**src/rtl/serial_add_pkg.sv**
```systemverilog
// Shared definitions for the bit-serial adder controller.
//   state_t         : FSM state encoding (IDLE, RUN, DONE)
//   W_MIN / W_MAX   : legal operand width range
//   cnt_width()     : bit-counter width for a given operand width
package serial_add_pkg;

    localparam int W_MIN = 2;
    localparam int W_MAX = 16;

    typedef enum logic [1:0] {
        ST_IDLE = 2'd0,
        ST_RUN  = 2'd1,
        ST_DONE = 2'd2
    } state_t;

    function automatic int cnt_width(input int w);
        return $clog2(w);
    endfunction

endpackage

```
**src/rtl/serial_add_ctrl_if.sv**
```systemverilog
// Request/result bundle of the serial adder.
//   master : drives start, sub, clr, a, b; observes busy, done, sum, cout, ovf
//   slave  : the adder side (directions reversed)
interface serial_add_ctrl_if #(
    parameter int W = 4
);
    logic         start;
    logic         sub;
    logic         clr;
    logic [W-1:0] a;
    logic [W-1:0] b;
    logic         busy;
    logic         done;
    logic [W-1:0] sum;
    logic         cout;
    logic         ovf;

    modport master (
        output start, sub, clr, a, b,
        input  busy, done, sum, cout, ovf
    );

    modport slave (
        input  start, sub, clr, a, b,
        output busy, done, sum, cout, ovf
    );
endinterface

```
**src/rtl/fulladder.sv**
```systemverilog
// 1-bit full adder cell.
//   a, b, ci : addend bits and carry in
//   s, co    : sum bit and carry out
module fulladder (
    input  logic a,
    input  logic b,
    input  logic ci,
    output logic s,
    output logic co
);
    assign s  = a ^ b ^ ci;
    assign co = (a & b) | (ci & (a ^ b));
endmodule

```
**src/rtl/serial_add_ctrl.sv**
```systemverilog
// Bit-serial add/subtract controller: one operand bit per clk cycle, LSB
// first, through a single full-adder cell.
//   clk    : clock
//   resetn : asynchronous active-low reset
//   bus    : slave side of serial_add_ctrl_if (start/sub/clr/a/b in,
//            busy/done/sum/cout/ovf out, all outputs registered)
//
// state | meaning
// ------+-----------------------------------------------------------
// IDLE  | waiting for start
// RUN   | one bit per cycle through the cell, busy=1
// DONE  | result just published, done=1 for this cycle; start accepted
module serial_add_ctrl
    import serial_add_pkg::*;
#(
    parameter int W = 4
) (
    input  logic               clk,
    input  logic               resetn,
    serial_add_ctrl_if.slave   bus
);

    localparam int CW = cnt_width(W);
    localparam int RW = W - 1;
    localparam logic [CW-1:0] CNT_LAST = CW'(W - 1);

    state_t        state;
    logic [CW-1:0] cnt;
    logic          carry;
    logic [W-1:0]  op_a;
    logic [W-1:0]  op_b;
    logic [RW-1:0] res;      // low W-1 result bits; the MSB comes straight from the cell
    logic          busy_r;
    logic          done_r;
    logic [W-1:0]  sum_r;
    logic          cout_r;
    logic          ovf_r;

    logic fa_s;
    logic fa_co;

    fulladder u_fa (
        .a  (op_a[cnt]),
        .b  (op_b[cnt]),
        .ci (carry),
        .s  (fa_s),
        .co (fa_co)
    );

    always_ff @(posedge clk or negedge resetn) begin
        if (!resetn) begin
            state  <= ST_IDLE;
            cnt    <= '0;
            carry  <= 1'b0;
            op_a   <= '0;
            op_b   <= '0;
            res    <= '0;
            busy_r <= 1'b0;
            done_r <= 1'b0;
            sum_r  <= '0;
            cout_r <= 1'b0;
            ovf_r  <= 1'b0;
        end else if (bus.clr) begin
            state  <= ST_IDLE;
            cnt    <= '0;
            carry  <= 1'b0;
            busy_r <= 1'b0;
            done_r <= 1'b0;
            sum_r  <= '0;
            cout_r <= 1'b0;
            ovf_r  <= 1'b0;
        end else begin
            case (state)
                ST_IDLE, ST_DONE: begin
                    done_r <= 1'b0;
                    if (bus.start) begin
                        // Subtraction is A + ~B + 1: invert B and seed the carry.
                        op_a   <= bus.a;
                        op_b   <= bus.sub ? ~bus.b : bus.b;
                        carry  <= bus.sub;
                        cnt    <= '0;
                        busy_r <= 1'b1;
                        state  <= ST_RUN;
                    end else begin
                        state  <= ST_IDLE;
                    end
                end
                ST_RUN: begin
                    carry <= fa_co;
                    res   <= RW'({fa_s, res} >> 1);
                    if (cnt == CNT_LAST) begin
                        sum_r  <= {fa_s, res};
                        cout_r <= fa_co;
                        ovf_r  <= carry ^ fa_co;   // carry into MSB vs carry out
                        busy_r <= 1'b0;
                        done_r <= 1'b1;
                        state  <= ST_DONE;
                    end else begin
                        cnt <= cnt + CW'(1);
                    end
                end
                default: begin
                    state  <= ST_IDLE;
                    busy_r <= 1'b0;
                    done_r <= 1'b0;
                end
            endcase
        end
    end

    assign bus.busy = busy_r;
    assign bus.done = done_r;
    assign bus.sum  = sum_r;
    assign bus.cout = cout_r;
    assign bus.ovf  = ovf_r;

endmodule

```
**src/flat_wrapper.sv**
```systemverilog
// flat-port wrapper written by rule: the top's interface ports become plain ports
module serial_add_ctrl_flat import serial_add_pkg::*;
#(
    parameter int W = 4
)
  (clk, resetn, bus_start, bus_sub, bus_clr, bus_a, bus_b, bus_busy, bus_done, bus_sum, bus_cout, bus_ovf);
  serial_add_ctrl_if #(.W(W)) bus_i ();
  input  logic clk;
  input  logic resetn;
  input wire logic [$bits(bus_i.start)-1:0] bus_start;
  input wire logic [$bits(bus_i.sub)-1:0] bus_sub;
  input wire logic [$bits(bus_i.clr)-1:0] bus_clr;
  input wire logic [$bits(bus_i.a)-1:0] bus_a;
  input wire logic [$bits(bus_i.b)-1:0] bus_b;
  output wire logic [$bits(bus_i.busy)-1:0] bus_busy;
  output wire logic [$bits(bus_i.done)-1:0] bus_done;
  output wire logic [$bits(bus_i.sum)-1:0] bus_sum;
  output wire logic [$bits(bus_i.cout)-1:0] bus_cout;
  output wire logic [$bits(bus_i.ovf)-1:0] bus_ovf;
  assign bus_i.start = bus_start;
  assign bus_i.sub = bus_sub;
  assign bus_i.clr = bus_clr;
  assign bus_i.a = bus_a;
  assign bus_i.b = bus_b;
  assign bus_busy = bus_i.busy;
  assign bus_done = bus_i.done;
  assign bus_sum = bus_i.sum;
  assign bus_cout = bus_i.cout;
  assign bus_ovf = bus_i.ovf;
  serial_add_ctrl #(.W(W)) u_core (.clk(clk), .resetn(resetn), .bus(bus_i));
endmodule
```
**config.mk**
```make
export PLATFORM = sky130hd
export DESIGN_NAME = serial_add_ctrl_flat
export DESIGN_NICKNAME = d
export VERILOG_FILES = /design/src/rtl/serial_add_pkg.sv /design/src/rtl/serial_add_ctrl_if.sv /design/src/rtl/fulladder.sv /design/src/rtl/serial_add_ctrl.sv /design/src/flat_wrapper.sv
export SDC_FILE = /design/constraint.sdc
export NUM_CORES = 1
export LEC_CHECK = 0
export CAP_MARGIN = 25
export CORE_UTILIZATION = 50
export CTS_BUF_LIST = sky130_fd_sc_hd__clkbuf_8 sky130_fd_sc_hd__clkbuf_16
export DETAILED_ROUTE_END_ITERATION = 7
export GPL_TIMING_DRIVEN = 1
export PLACE_DENSITY_LB_ADDON = 0.3
export SKIP_CTS_REPAIR_TIMING = 1
export SLEW_MARGIN = 25
export SYNTH_ARGS = -nofsm -noshare
export SYNTH_HDL_FRONTEND = slang
export SYNTH_SLANG_ARGS = --single-unit
export TNS_END_PERCENT = 1
```
**constraint.sdc**
```tcl
create_clock -name clk -period 2.65 [get_ports clk]
set_input_delay 0.6625 -clock clk [delete_from_list [all_inputs] [get_ports clk]]
set_output_delay 0.6625 -clock clk [all_outputs]
set_load 0.05 [all_outputs]
```
# Yosys cells after proc, flatten, opt, wreduce, memory -nomap -nowiden
# Index checks and enable logic that the tools add are counted.
[op_classes] magnitude_cmp=1 n_eq_ne=6 add_sub_neg=1 bitwise_logic=8 n_mux=32 reduce_logical=11
[op_table] operator="$mux 1" count=17
[op_table] operator="$mux 4" count=4
[op_table] operator="$mux 2" count=5
[op_table] operator="$pmux 2 s2" count=2
[op_table] operator="$reduce_and 2->1" count=4
[op_table] operator="$ne 3x3->1 const B" count=2
[op_table] operator="$reduce_and 3->1" count=2
[op_table] operator="$bmux 1 s2" count=2
[op_table] operator="$eq 2x2->1 const B" count=2
[op_table] operator="$not 4->4" count=1
[op_table] operator="$pmux 1 s2" count=2
[op_table] operator="$reduce_bool 2->1" count=2
[op_table] operator="$lt 2x3->1 const B" count=1
[op_table] operator="$ne 3x2->1 const B" count=1
[op_table] operator="$reduce_bool 3->1" count=1
[op_table] operator="$xor 1x1->1" count=3
[op_table] operator="$add 2x1->2 const B" count=1
[op_table] operator="$and 1x1->1" count=2
[op_table] operator="$eq 2x1->1 const B" count=1
[op_table] operator="$logic_not 2->1" count=1
[op_table] operator="$reduce_or 2->1" count=1
[op_table] operator="$not 1->1" count=1
[op_table] operator="$or 1x1->1" count=1
[totals] wordCells=70 out_inout_bits=8 register_bits=24

# Longest topological paths before layout
[logic_depth] depth_word=9 mapped_depth=6

# By module
# A second synthesis with hierarchy kept.
[hier_totals] hier_cells=84 area_unflattened_um2=1046.0
[modules_own_cells] module="serial_add_ctrl" cells_each=83 n_inst=1 area_each_um2=1026.0
[modules_own_cells] module="fulladder" cells_each=1 n_inst=1 area_each_um2=20.0

# Least setup slack after synthesis
# OpenSTA, ideal clock, no wires.
[synth_path] kind="flip-flop to flip-flop" startpoint="register u_core.cnt[0]" endpoint="register u_core.sum_r[3], in the netlist u_core.bus.sum[3]" path_buffers=0 required_ns=2.572 synth_period_minus_slack_ns=1.836 slack_ns=0.814 arrival_time_ns=1.757 stages_incl_launch_ff=6 cell_sequence="dfrtp_1 mux4_2 inv_1 fa_1 or2_1 a21oi_1"
[synth_via] elab_chain_cells=7 elab_cells_between_ends=12
[synth_rtl] element="from (decl)" line="serial_add_ctrl.sv:28" text="logic [CW-1:0] cnt;"
[synth_rtl] element="from (signal assigned)" line="serial_add_ctrl.sv:99" text="cnt <= cnt + CW'(1);"
[synth_rtl] element="$bmux 1 s2 (on tied branches)" line="serial_add_ctrl.sv:43, serial_add_ctrl.sv:44"
[synth_rtl] element="$mux 1 (on tied branches)" line="serial_add_ctrl.sv:43, serial_add_ctrl.sv:44"
[synth_rtl] element="$xor 1x1->1 (2 in series)" line="fulladder.sv:11" text="assign s = a ^ b ^ ci;"
[synth_rtl] element="$mux 4" line="serial_add_ctrl.sv:91" text="if (cnt == CNT_LAST) begin"
[synth_rtl] element="$mux 4" line="serial_add_ctrl.sv:73" text="case (state)"
[synth_rtl] element="$mux 4" line="serial_add_ctrl.sv:63" text="end else if (bus.clr) begin"
[synth_rtl] element="to (signal assigned)" line="serial_add_ctrl.sv:92" text="sum_r <= {fa_s, res};"
[synth_rtl] element="to (decl)" line="serial_add_ctrl.sv:35" text="logic [W-1:0] sum_r;"
# Several ways; a longest one is shown, not always the timed one. The select of a mux whose other input is x is not followed.
# A chain may end at the register's enable or synchronous reset.

==> results by group <==
Critical path
  • CP max stage delay: 0.86 ns
  • Cell family with most CP delay: buffers and inverters
  • Buffers & Inverters on Critical Path: 1
  • CP Cell Sequence: clkdlybuf4s50_1
  • Required time worst endpoint: 1.99 ns
  • CP Depth: 1
  • Worst path arrival time: between 1.5 and 2 ns
  • Worst setup startpoint: u_core.state[1]
  • CP max FO: 8
  • R2R cell count: 5
  • Worst Setup End Kind: primary output
  • Reg2reg start: u_core.cnt[0]
  • CP max stage cell: clkdlybuf4s50_1
  • CP startpoint kind: register
  • CP Class: register to primary output

Logic synthesis
  • Warnings, synthesis: 0
  • Seq/Total Area, Yosys: between 50 and 60%
  • Synth Cell Area: around 1100 um2
  • Yosys reg bits: 23
  • Net count after synthesis: roughly 110
  • Mean post-synth cell area: around 12 um2
  • Post-synthesis cell type count: 25
  • Synth Instances: just over 90

Final layout
  • Share of layout cells above drive strength 1: 16.4%
  • Synth-to-Final Area Change: 24.4%
  • Finished Cell Area: roughly 1400 um2
  • Nets: roughly 130
  • ANT cells: 0
  • Core Util, Final: between 60% and 70%

Floorplan
  • Starting density of the core: 54.8%
  • Die Wd: roughly 49 um
  • Std-Cell Rows: 16
  • Die height: 49.3 um
  • Die area: 2430 um2
  • IO Pins: 21
  • Core Region: 2040 um2

Routing
  • Vias: roughly 750
  • 1st-iter DRT viols: 6
  • DRC: 0
  • Drt wl/cell: roughly 13 um
  • Met2 routed WL: 942 um
  • First-pass detailed-route iteration total: 4
  • DR vias/cell: between 5 and 6
  • DR top layer: met4
  • WL final: 1920 um
  • Met3 wire length: 86 um
  • Antenna-violating nets left: 0
  • Met1 WL: just under 900 um

GRT
  • Vias in the first global route: 711
  • Gr ovfl total: 0
  • Tot GR Track Use: 18.5%
  • Largest net degree at the start of global routing: 24
  • Antenna violations before repair: 0
  • First-pass GRT wire length: about 3300 um

Timing
  • Crit path time final: between 2 and 2.5 ns
  • RSZ-0062 raised after global routing: no
  • Min Hold Slack: 0.509 ns
  • FMAX: ~0.44 GHz
  • Post-route clock skew: 0.00144 ns
  • Max-slew violation count: 0
  • Setup violators final: 0
  • Hold Fails Final Rpt: 0
  • TNS Setup: 0 ns
  • Slew @ Worst Pin: 0.491 ns
  • Crit share post-route: 86.2%
  • Max_slew headroom: approximately 67%

Power and ir drop
  • Leakage: 0.647 nW
  • Int Pwr: approximately 0.60 mW
  • Combinational Power Share: 20.2%
  • Flop pwr share: between 50% and 60%
  • Switching part of the total: about a quarter
  • Peak supply drop: between 0.4 and 0.5 mV
  • Pwr Density: around 590 nW/um2
  • Clock share of power: 26.1%
  • Switch Pwr: approximately 0.22 mW

Min path
  • Hold path cells: 1
  • Worst hold start: u_core.op_a[1]
  • Hold Path Class: register to register

Clock network
  • CTS tree: yes
  • CTS buffer count: 3
  • CTS root buf: clkbuf_8
  • Clock H-tree levels: 1
  • CTS Sinks: 23
  • Skew-Pair Late Insertion Delay: approximately 0.26 ns
  • Worst-path clk slew: 0.08 ns
  • CTS max path bufs: 2

Place
  • Placed Area: 1350 um2
  • DP HPWL: about 1400 um
  • GPL Wtd Cong: roughly 0.75
  • Port Buffers: 20

Outcome
  • Status: finished, final reports clean

Job
  • MaxCap Viol Count: 0
-- cell usage after synthesis --
| master | number | area (um2) |
|---|---|---|
| o211ai_1 | 2 | 15.0 |
| clkbuf_1 | 2 | 7.51 |
| mux2_2 | 4 | 45.0 |
| mux4_2 | 2 | 45.0 |
| and2_1 | 1 | 6.26 |
| nand2_1 | 4 | 15.0 |
| nand3b_1 | 1 | 7.51 |
| fa_1 | 1 | 20.0 |
| buf_6 | 2 | 22.5 |
| nand3_1 | 1 | 5.00 |
| or2_1 | 1 | 6.26 |
| a211oi_1 | 2 | 15.0 |
| mux2_4 | 2 | 30.0 |
| o21bai_1 | 1 | 7.51 |
| dfrtp_1 | 23 | 576 |
| ha_1 | 1 | 12.5 |
| nor3b_2 | 2 | 25.0 |
| nand3b_4 | 1 | 20.0 |
| xnor2_1 | 5 | 43.8 |
| a21oi_1 | 7 | 35.0 |
| nor2_1 | 13 | 48.8 |
| and2b_2 | 1 | 8.76 |
| a31oi_1 | 2 | 12.5 |
| inv_1 | 5 | 18.8 |
| mux2i_1 | 7 | 70.1 |
-- through the flow --
stage	cells	setup slack, ns	power [mW]
after detailed placement	139	0.439	0.617
final	143	0.365	0.822
after global placement	139	0.495	0.606
after floorplan	93	0.814	0.558
after global routing	143	0.322	0.874
after CTS	143	0.362	0.832
-- power by group through the flow --
stage / logic [mW] / clock network [mW] / registers [mW]
floorplan: 0.118 / 0 / 0.440
global placement: 0.160 / 0 / 0.446
detailed placement: 0.168 / 0 / 0.449
CTS: 0.169 / 0.221 / 0.441
global route: 0.186 / 0.240 / 0.449
finish: 0.167 / 0.215 / 0.441
-- registers in the layout, summed over array words and instances (netlist names) --
name	count
u_core.bus.busy	1
u_core.bus.ovf	1
u_core.res	3
u_core.bus.cout	1
u_core.state	2
u_core.bus.sum	4
u_core.op_b	4
u_core.cnt	2
u_core.carry	1
u_core.op_a	4
-- cell families after synthesis --
group	Yosys count	synth area share [%]
buffers and inverters	9	4.36
xor gates and xnor gates	5	3.91
DFF	23	51.5
muxes	15	17.0
AOI/OAI and AO/OA	14	7.61
and+or+nand+nor	25	12.8
adders and majority gates	2	2.91
-- final timing paths --
check	end	slack, ns
worst min-delay path	u_core.op_a[1]	0.51
max in group asynchronous	u_core.op_a[3]	1.69
worst min register to register	u_core.op_a[1]	0.51
min in group asynchronous	u_core.bus.sum[1]	0.74
worst max register to register	u_core.bus.sum[3]	0.72
worst max-delay path	bus_done	0.36
-- routing by layer --
metal / vias to the layer above / GRT usage, %
met3: 3 / 4.67
met1: 363 / 23.4
li1: 364 / -
met5: - / 0
met4: 0 / 5.88
met2: 18 / 30.8
-- layout make-up --
type                            count  area, um2
Clock buffer                        3       41.3
Clock inverter                      1       5.00
Fill cell                         165        651
Tap cell                           27       33.8
Sequential cell                    23        576
Multi-Input combinational cell     61        494
Inverter                            5       18.8
Timing Repair Buffer               23        223
-- cell usage in the layout, fill, tap and decap left out, types with 3 or more instances in the layout --
| cell type | instances |
|---|---|
| xnor2_1 | 5 |
| dfrtp_1 | 23 |
| mux2_2 | 4 |
| nor2_1 | 13 |
| nand2_1 | 4 |
| buf_4 | 3 |
| inv_1 | 5 |
| clkbuf_8 | 3 |
| clkdlybuf4s50_1 | 20 |
| mux2i_1 | 7 |
| a21oi_1 | 7 |
(Power assumes the default switching activity.)
